File: config.mk
export PLATFORM = sky130hd
export DESIGN_NAME = mdu_iter
export DESIGN_NICKNAME = d
export VERILOG_FILES = /design/src/rtl/mdu_iter.sv
export SDC_FILE = /design/constraint.sdc
export NUM_CORES = 1
export LEC_CHECK = 0
export BUFFER_PORTS_ARGS = -buffer_cell sky130_fd_sc_hd__buf_2
export CORE_ASPECT_RATIO = 1.2
export CORE_MARGIN = 4
export CORE_UTILIZATION = 51
export CTS_CLUSTER_DIAMETER = 30
export DETAILED_ROUTE_END_ITERATION = 7
export HOLD_SLACK_MARGIN = 0.03
export PLACE_DENSITY = 0.68
export SETUP_SLACK_MARGIN = 0.1
export SLEW_MARGIN = 0
export SYNTH_ARGS = -nofsm -noshare
export SYNTH_HDL_FRONTEND = slang
export SYNTH_SLANG_ARGS = --single-unit
File: constraint.sdc
create_clock -name clk -period 10.25 [get_ports clk]
set_input_delay 1.025 -clock clk [delete_from_list [all_inputs] [get_ports clk]]
set_output_delay 1.025 -clock clk [all_outputs]
set_load 0.02 [all_outputs]
File: src/rtl/mdu_iter.sv
// Iterative RV32M multiply/divide unit.
// Multiplies by shift-add and divides by restoring division, both on operand
// magnitudes, one bit per cycle; a final FIX cycle applies the sign and picks
// the result half. Divide-by-zero and signed overflow return in two cycles.
//
// Ports:
//   clk     rising-edge clock
//   rst     asynchronous active-low reset
//   start   request strobe, sampled only while idle
//   op      funct3 select: MUL MULH MULHSU MULHU DIV DIVU REM REMU
//   op_a    rs1 operand (multiplicand / dividend)
//   op_b    rs2 operand (multiplier / divisor)
//   flush   synchronous abort of the operation in flight
//   busy    high while an accepted operation is in progress
//   done    one-cycle pulse, result valid in that cycle
//   result  registered result, held until replaced
module mdu_iter #(
  parameter int unsigned DATA_WIDTH = 32,  // even, >= 8
  parameter int unsigned OP_WIDTH   = 3
) (
  input  logic                  clk,
  input  logic                  rst,
  input  logic                  start,
  input  logic [OP_WIDTH-1:0]   op,
  input  logic [DATA_WIDTH-1:0] op_a,
  input  logic [DATA_WIDTH-1:0] op_b,
  input  logic                  flush,
  output logic                  busy,
  output logic                  done,
  output logic [DATA_WIDTH-1:0] result
);

  localparam int unsigned W     = DATA_WIDTH;
  localparam int unsigned W2    = 2 * DATA_WIDTH;
  localparam int unsigned CNT_W = $clog2(DATA_WIDTH);
  localparam logic [CNT_W-1:0] LAST_CNT = CNT_W'(DATA_WIDTH - 1);
  localparam logic [W-1:0] ZERO    = '0;
  localparam logic [W-1:0] MIN_NEG = {1'b1, {(W-1){1'b0}}};

  typedef enum logic [1:0] {IDLE, CALC, FIX, DONE} state_t;

  state_t           state_q, state_d;
  logic [CNT_W-1:0] cnt_q, cnt_d;
  logic [W2-1:0]    acc_q, acc_d;       // mul: {partial, multiplier}; div: {remainder, quotient}
  logic [W-1:0]     addend_q, addend_d; // multiplicand or divisor magnitude
  logic [2:0]       op_q, op_d;
  logic             neg_q, neg_d;       // final result must be negated
  logic             hold_q, hold_d;     // fast path: one wait cycle before done
  logic             busy_d, done_d;
  logic [W-1:0]     result_d;

  // Operand decode on the request inputs
  logic         in_div, sgn_a_en, sgn_b_en, sa, sb, neg_in;
  logic         div_zero, div_ovf, fast;
  logic [W-1:0] a_mag, b_mag, fast_val;

  always_comb begin
    in_div   = op[2];
    sgn_a_en = in_div ? ~op[0] : (op[1] ^ op[0]);
    sgn_b_en = in_div ? ~op[0] : (op[1:0] == 2'b01);
    sa       = op_a[W-1] & sgn_a_en;
    sb       = op_b[W-1] & sgn_b_en;
    a_mag    = sa ? -op_a : op_a;
    b_mag    = sb ? -op_b : op_b;
    // Remainder follows the dividend sign; products and quotients use the XOR.
    neg_in   = (in_div && op[1]) ? sa : (sa ^ sb);
    div_zero = in_div && (op_b == ZERO);
    div_ovf  = in_div && !op[0] && (op_a == MIN_NEG) && (op_b == '1);
    fast     = div_zero || div_ovf;
    if (div_zero) fast_val = op[1] ? op_a : '1;
    else          fast_val = op[1] ? ZERO : op_a;
  end

  // One iteration step for each datapath
  logic [W:0]   mul_sum, div_shift, div_diff;
  logic [W2-1:0] mul_next, div_next;

  always_comb begin
    mul_sum   = {1'b0, acc_q[W2-1:W]} + (acc_q[0] ? {1'b0, addend_q} : {(W+1){1'b0}});
    mul_next  = {mul_sum, acc_q[W-1:1]};
    div_shift = {acc_q[W2-1:W], acc_q[W-1]};
    div_diff  = div_shift - {1'b0, addend_q};
    if (div_diff[W]) div_next = {div_shift[W-1:0], acc_q[W-2:0], 1'b0};
    else             div_next = {div_diff[W-1:0],  acc_q[W-2:0], 1'b1};
  end

  // Sign correction and half selection
  logic [W2-1:0] prod_fix;
  logic [W-1:0]  quo_fix, rem_fix, fix_val;

  always_comb begin
    prod_fix = neg_q ? -acc_q : acc_q;
    quo_fix  = neg_q ? -acc_q[W-1:0]  : acc_q[W-1:0];
    rem_fix  = neg_q ? -acc_q[W2-1:W] : acc_q[W2-1:W];
    if (op_q[2])               fix_val = op_q[1] ? rem_fix : quo_fix;
    else if (op_q[1:0] == 2'b00) fix_val = prod_fix[W-1:0];
    else                       fix_val = prod_fix[W2-1:W];
  end

  // Next-state and registered-output logic
  always_comb begin
    state_d  = state_q;
    cnt_d    = cnt_q;
    acc_d    = acc_q;
    addend_d = addend_q;
    op_d     = op_q;
    neg_d    = neg_q;
    hold_d   = hold_q;
    busy_d   = busy;
    done_d   = 1'b0;
    result_d = result;

    case (state_q)
      IDLE: begin
        if (start && !flush) begin
          op_d   = op[2:0];
          neg_d  = neg_in;
          cnt_d  = '0;
          busy_d = 1'b1;
          if (fast) begin
            state_d = DONE;
            hold_d  = 1'b1;
            acc_d   = {ZERO, fast_val};
          end else begin
            state_d  = CALC;
            acc_d    = in_div ? {ZERO, a_mag} : {ZERO, b_mag};
            addend_d = in_div ? b_mag : a_mag;
          end
        end
      end

      CALC: begin
        if (flush) begin
          state_d = IDLE;
          busy_d  = 1'b0;
        end else begin
          acc_d = op_q[2] ? div_next : mul_next;
          cnt_d = cnt_q + CNT_W'(1);
          if (cnt_q == LAST_CNT) state_d = FIX;
        end
      end

      FIX: begin
        busy_d = 1'b0;
        if (flush) begin
          state_d = IDLE;
        end else begin
          state_d  = DONE;
          done_d   = 1'b1;
          result_d = fix_val;
        end
      end

      DONE: begin
        // A committed result (hold clear) is already on done; flush cannot revoke it.
        if (hold_q) begin
          hold_d = 1'b0;
          busy_d = 1'b0;
          if (flush) begin
            state_d = IDLE;
          end else begin
            done_d   = 1'b1;
            result_d = acc_q[W-1:0];
          end
        end else begin
          state_d = IDLE;
        end
      end

      default: state_d = IDLE;
    endcase
  end

  // State and output registers
  always_ff @(posedge clk or negedge rst) begin
    if (!rst) begin
      state_q  <= IDLE;
      cnt_q    <= '0;
      acc_q    <= '0;
      addend_q <= '0;
      op_q     <= '0;
      neg_q    <= 1'b0;
      hold_q   <= 1'b0;
      busy     <= 1'b0;
      done     <= 1'b0;
      result   <= '0;
    end else begin
      state_q  <= state_d;
      cnt_q    <= cnt_d;
      acc_q    <= acc_d;
      addend_q <= addend_d;
      op_q     <= op_d;
      neg_q    <= neg_d;
      hold_q   <= hold_d;
      busy     <= busy_d;
      done     <= done_d;
      result   <= result_d;
    end
  end

endmodule

==> results <==
- Setup violations remaining at the end of the flow were counted as 0.
- The cell count after synthesis is 2082.
- The met3 track demand over resource in global routing is 0.0478.
- In the final design database the tool counted 2224 nets.
- The critical path capture point type is a flip-flop.
- The worst-skew pair later-pin latency is 0.46 ns.
- The mapped cell area is 0.0152 mm².
- The most used flip-flop cell after synthesis is dfrtp_1.
- The first global-routing pass estimated 88200 µm of wire.
- From bottom edge to top edge, the die measures 197 µm.
- The relative slew slack is 0.194.
- After the first detailed-routing iteration, the DRC count stood at 1654.
- Port buffering added 104 buffers.
- In the global route stage, met2 resource usage came out at 0.551.
- Across all setup checks in the final design, the least slack found is 5.29 ns.
- In this run the remaining antenna-violating nets after routing total 0.
- The longest clock path from root to sink contains 2 buffers.
- The initial antenna violation count is 0.
- The via count of the first global-routing pass was 15300.
- The area of the core region is 0.0295 mm².
- The I/O pin count is 105.
- Counting stages on the worst path, the most repeated cell is or3_1.
- The root buffer cell chosen for the clock tree is clkbuf_16.
- The final number of max-transition violations is 0.
- The number of post-CTS setup repair buffers is 0.
- The critical path in this run is classified as in -> reg.
- The number of nets in the synthesized netlist is 2227.
- The worst clock skew is 0.0247 ns.
- The all-layer global routing usage is 0.341.
- The final critical delay including setup and external delays is 4.96 ns.
- The count of cells in the finished layout, fillers not included, comes to 2482.
- The path class of the tightest hold or removal check is reg -> reg.
- The max-cap check violation count is 0.
- The required time of the critical path is 10.57 ns.
- Dividing total power by cell area gives a power density of 295 mW/mm².
- Clock tree synthesis found a total of 142 sinks.
- Before antenna repair, the detailed router went through 6 iterations.
- The final hold violation count was 0.
- The global-route met1 utilization is 0.428.
- The flow ran to the end, and the final reports show no timing, DRC or antenna violations.
- The horizontal die dimension is 166 µm.
- The critical-path maximum fanout is 41.
- The cell total after placement is 2450.
- The synthesized design contains 142 register bits.
- The floorplan step defined a die boundary enclosing 0.0327 mm².
- The Yosys warning count is 0.
- The final RePlAce weighted congestion is 1.12.
- The number of cells upsized or downsized after cts is 0.
- Setup repair after global routing left no endpoint under its margin.
- The maximum clock frequency is 0.202 GHz.
- The mean routed wirelength per cell is 23.1 µm.
- The analysis attributes to cell leakage a power of 7.13 nW.
- The starting density of the core is 0.516.
- TritonCTS created 17 clock buffers.
- IR analysis of the VDD net gives a maximum drop of 203 µV.
- The busiest layer in global routing is met2.
- Wires add up to 57300 µm.
- Dividing the detail-routed via count by the number of cells gives 6.49.
- The register clock-pin slew on the reported worst setup and hold paths is 0.06 ns.
- In this run the number of H-tree levels came out at 4.
- The worst setup timing slack at the placement stage is 4.68 ns.
- The filler cell count is 2924.
- A synthesized cell averages 7.32 µm².
- TritonCTS built the clock tree.
- The residual DRC count is 0.
- The count of flip-flops with a built-in enable after synthesis is 0.
- The launching element type of the critical path is an input pin.
- At the worst endpoint, the arrival time is 5.28 ns.
- On the worst path, the slowest cell contributes a delay of 0.98 ns.
- The share of the clock period used by the worst path is 0.484.
- The post-route setup TNS is 0 ns.
- In the final layout, the share of cells above drive strength 1 is 0.0951.
- The total number of placement rows is 69.
- The signal on the critical path passes through buf_2 -> or3_1 -> or3_1 -> or3_1 -> nor3_1 -> nand4b_1 -> nand2_1 -> nor2_4 -> mux2_2.
- Entering global routing, the biggest net connects 97 pins.
- After clock tree synthesis, the flow added hold-fix buffers numbering 0.
- Counting distinct cell types in the post-synthesis netlist gives 76.
- For this run, the register share of the synthesized area comes to 0.233.
- Compared with the post-synthesis result, the final layout area differs by 8.10%.
- Counting flops with an async set or reset pin after synthesis yields a share of 1.00.
- The number of vias after detailed routing is 16100.
- Summed over all layers, the global routing overflow is 0.
- The slowest stage of the critical path belongs to the cell nand4b_1.
- At the pin with the least slew margin, the transition time is 1.21 ns.
- The post-DP HPWL is 43700 µm.
- The total inserted antenna cells is 0.
-- cells in the mapped netlist, types with 4 or more instances --
cell / number / area [µm²]
nand2_1: 263 / 987
o21ai_0: 219 / 1100
a21oi_1: 180 / 901
nor2_1: 169 / 634
dfrtp_1: 142 / 3550
clkbuf_1: 129 / 484
xnor2_1: 112 / 981
xor2_1: 87 / 762
ha_1: 72 / 901
mux2i_1: 72 / 721
inv_1: 70 / 263
nor3_1: 53 / 265
nand3_1: 52 / 260
o31ai_1: 32 / 240
or3_1: 27 / 169
a21o_1: 25 / 188
nand4_1: 25 / 156
a22oi_1: 20 / 150
a211oi_1: 18 / 135
a31oi_1: 18 / 113
nand2b_1: 17 / 106
o211ai_1: 17 / 128
o311ai_0: 15 / 131
and2_1: 14 / 87.6
o41ai_1: 14 / 123
or2_2: 14 / 87.6
or4_1: 14 / 105
o221ai_1: 13 / 114
o22ai_1: 13 / 81.3
nor4_1: 12 / 75.1
a221oi_1: 11 / 96.3
nor2b_1: 11 / 68.8
and3_1: 9 / 56.3
buf_1: 9 / 33.8
buf_2: 8 / 40.0
nand3b_1: 8 / 60.1
o21bai_1: 8 / 60.1
a221o_1: 7 / 70.1
a311oi_1: 5 / 43.8
o21a_1: 5 / 37.5
o21ai_1: 5 / 25.0
o31a_1: 5 / 43.8
a31o_2: 4 / 35.0
a41oi_1: 4 / 35.0
mux2_2: 4 / 45.0
-- through the flow --
step / utilization / power (mW) / hold slack [ns] / instance area (µm²)
after CTS: 0.558 / 4.80 / 0.481 / 16500
after floorplan: - / 3.26 / 0.445 / 15200
after global routing: 0.558 / 5.22 / 0.496 / 16500
after global placement: 0.538 / 4.11 / 0.457 / 15900
final: 0.558 / 4.87 / 0.478 / 16500
after detailed placement: 0.538 / 4.15 / 0.467 / 15900
-- worst paths after layout --
check / from / endpoint / slack (ns) / depth (start not counted)
setup / recovery: op_b[23] / addend_q[27]$_DFFE_PN0P_ / 5.29 / 9
hold / removal: addend_q[17]$_DFFE_PN0P_ / addend_q[17]$_DFFE_PN0P_ / 0.48 / 2
setup reg to reg: acc_q[31]$_DFFE_PN0P_ / acc_q[56]$_DFFE_PN0P_ / 5.84 / 14
hold reg to reg: addend_q[17]$_DFFE_PN0P_ / addend_q[17]$_DFFE_PN0P_ / 0.48 / 2
max in group asynchronous: rst / neg_q$_DFFE_PN0P_ / 8.28 / 2
min in group asynchronous: rst / result[23]$_DFFE_PN0P_ / 0.65 / 1
-- cell type report --
class	count	area [µm²]	share of cell area
multi-input cells	1719	10900	0.660
flip-flops and latches	142	3560	0.216
repair buffers	127	699	0.0425
well taps	390	488	0.0296
clock buffers	17	425	0.0258
inverters	72	270	0.0164
clock inverters	15	165	0.0100
-- critical path: cells and delay by family --
| kind | cells | cell delay [ns] |
|---|---|---|
| simple gates | 7 | 3.76 |
| buf+inv | 1 | 0.13 |
| mux | 1 | 0.35 |
-- sequential cells by signal, summed over array words and instances, names as in the netlist --
register  flops
acc_q        64
addend_q     32
result       32
cnt_q         5
op_q          3
state_q       2
busy          1
done          1
hold_q        1
neg_q         1
-- power breakdown --
| group | internal [mW] | switching, mW |
|---|---|---|
| Clock | 0.346 | 0.296 |
| Sequential | 0.759 | 0.386 |
| Combinational | 1.20 | 1.88 |
-- kinds of logic after synthesis --
group	share of synthesized area
AO/OA/AOI/OAI	0.268
XOR/XNOR	0.114
adder cells (fa/ha/maj)	0.0618
buffers and inverters	0.0558
flip-flops	0.233
multiplexers	0.0517
AND/OR/NAND/NOR	0.215
-- per-layer routing --
layer,vias up,part of all wire
met4,0,0.076
li1,7514,-
met2,793,0.45
met3,195,0.072
met1,7597,0.40
met5,-,0
-- layout by cell type, fill, tap and decap left out, drive strengths merged, types with 9 or more instances in the layout --
cell	synthesis	layout
o22ai	13	13
a31oi	18	18
a21oi	181	181
o221ai	13	13
o41ai	14	14
nand4	25	25
o311ai	15	15
or3	28	28
or2	16	16
nand3	52	52
or4	16	16
and3	9	9
ha	72	72
buf	18	127
nor2	169	169
a22oi	20	20
o211ai	17	17
inv	71	80
a211oi	19	19
xnor2	112	112
dfrtp	142	142
nand2b	17	17
and2	14	14
nor4	12	12
mux2i	72	72
xor2	87	87
nor2b	11	11
a221oi	11	11
a21o	25	25
nand2	263	263
o31ai	33	33
o21ai	226	226
clkbuf	131	17
nor3	53	53
Power figures use the tool's default switching activity.
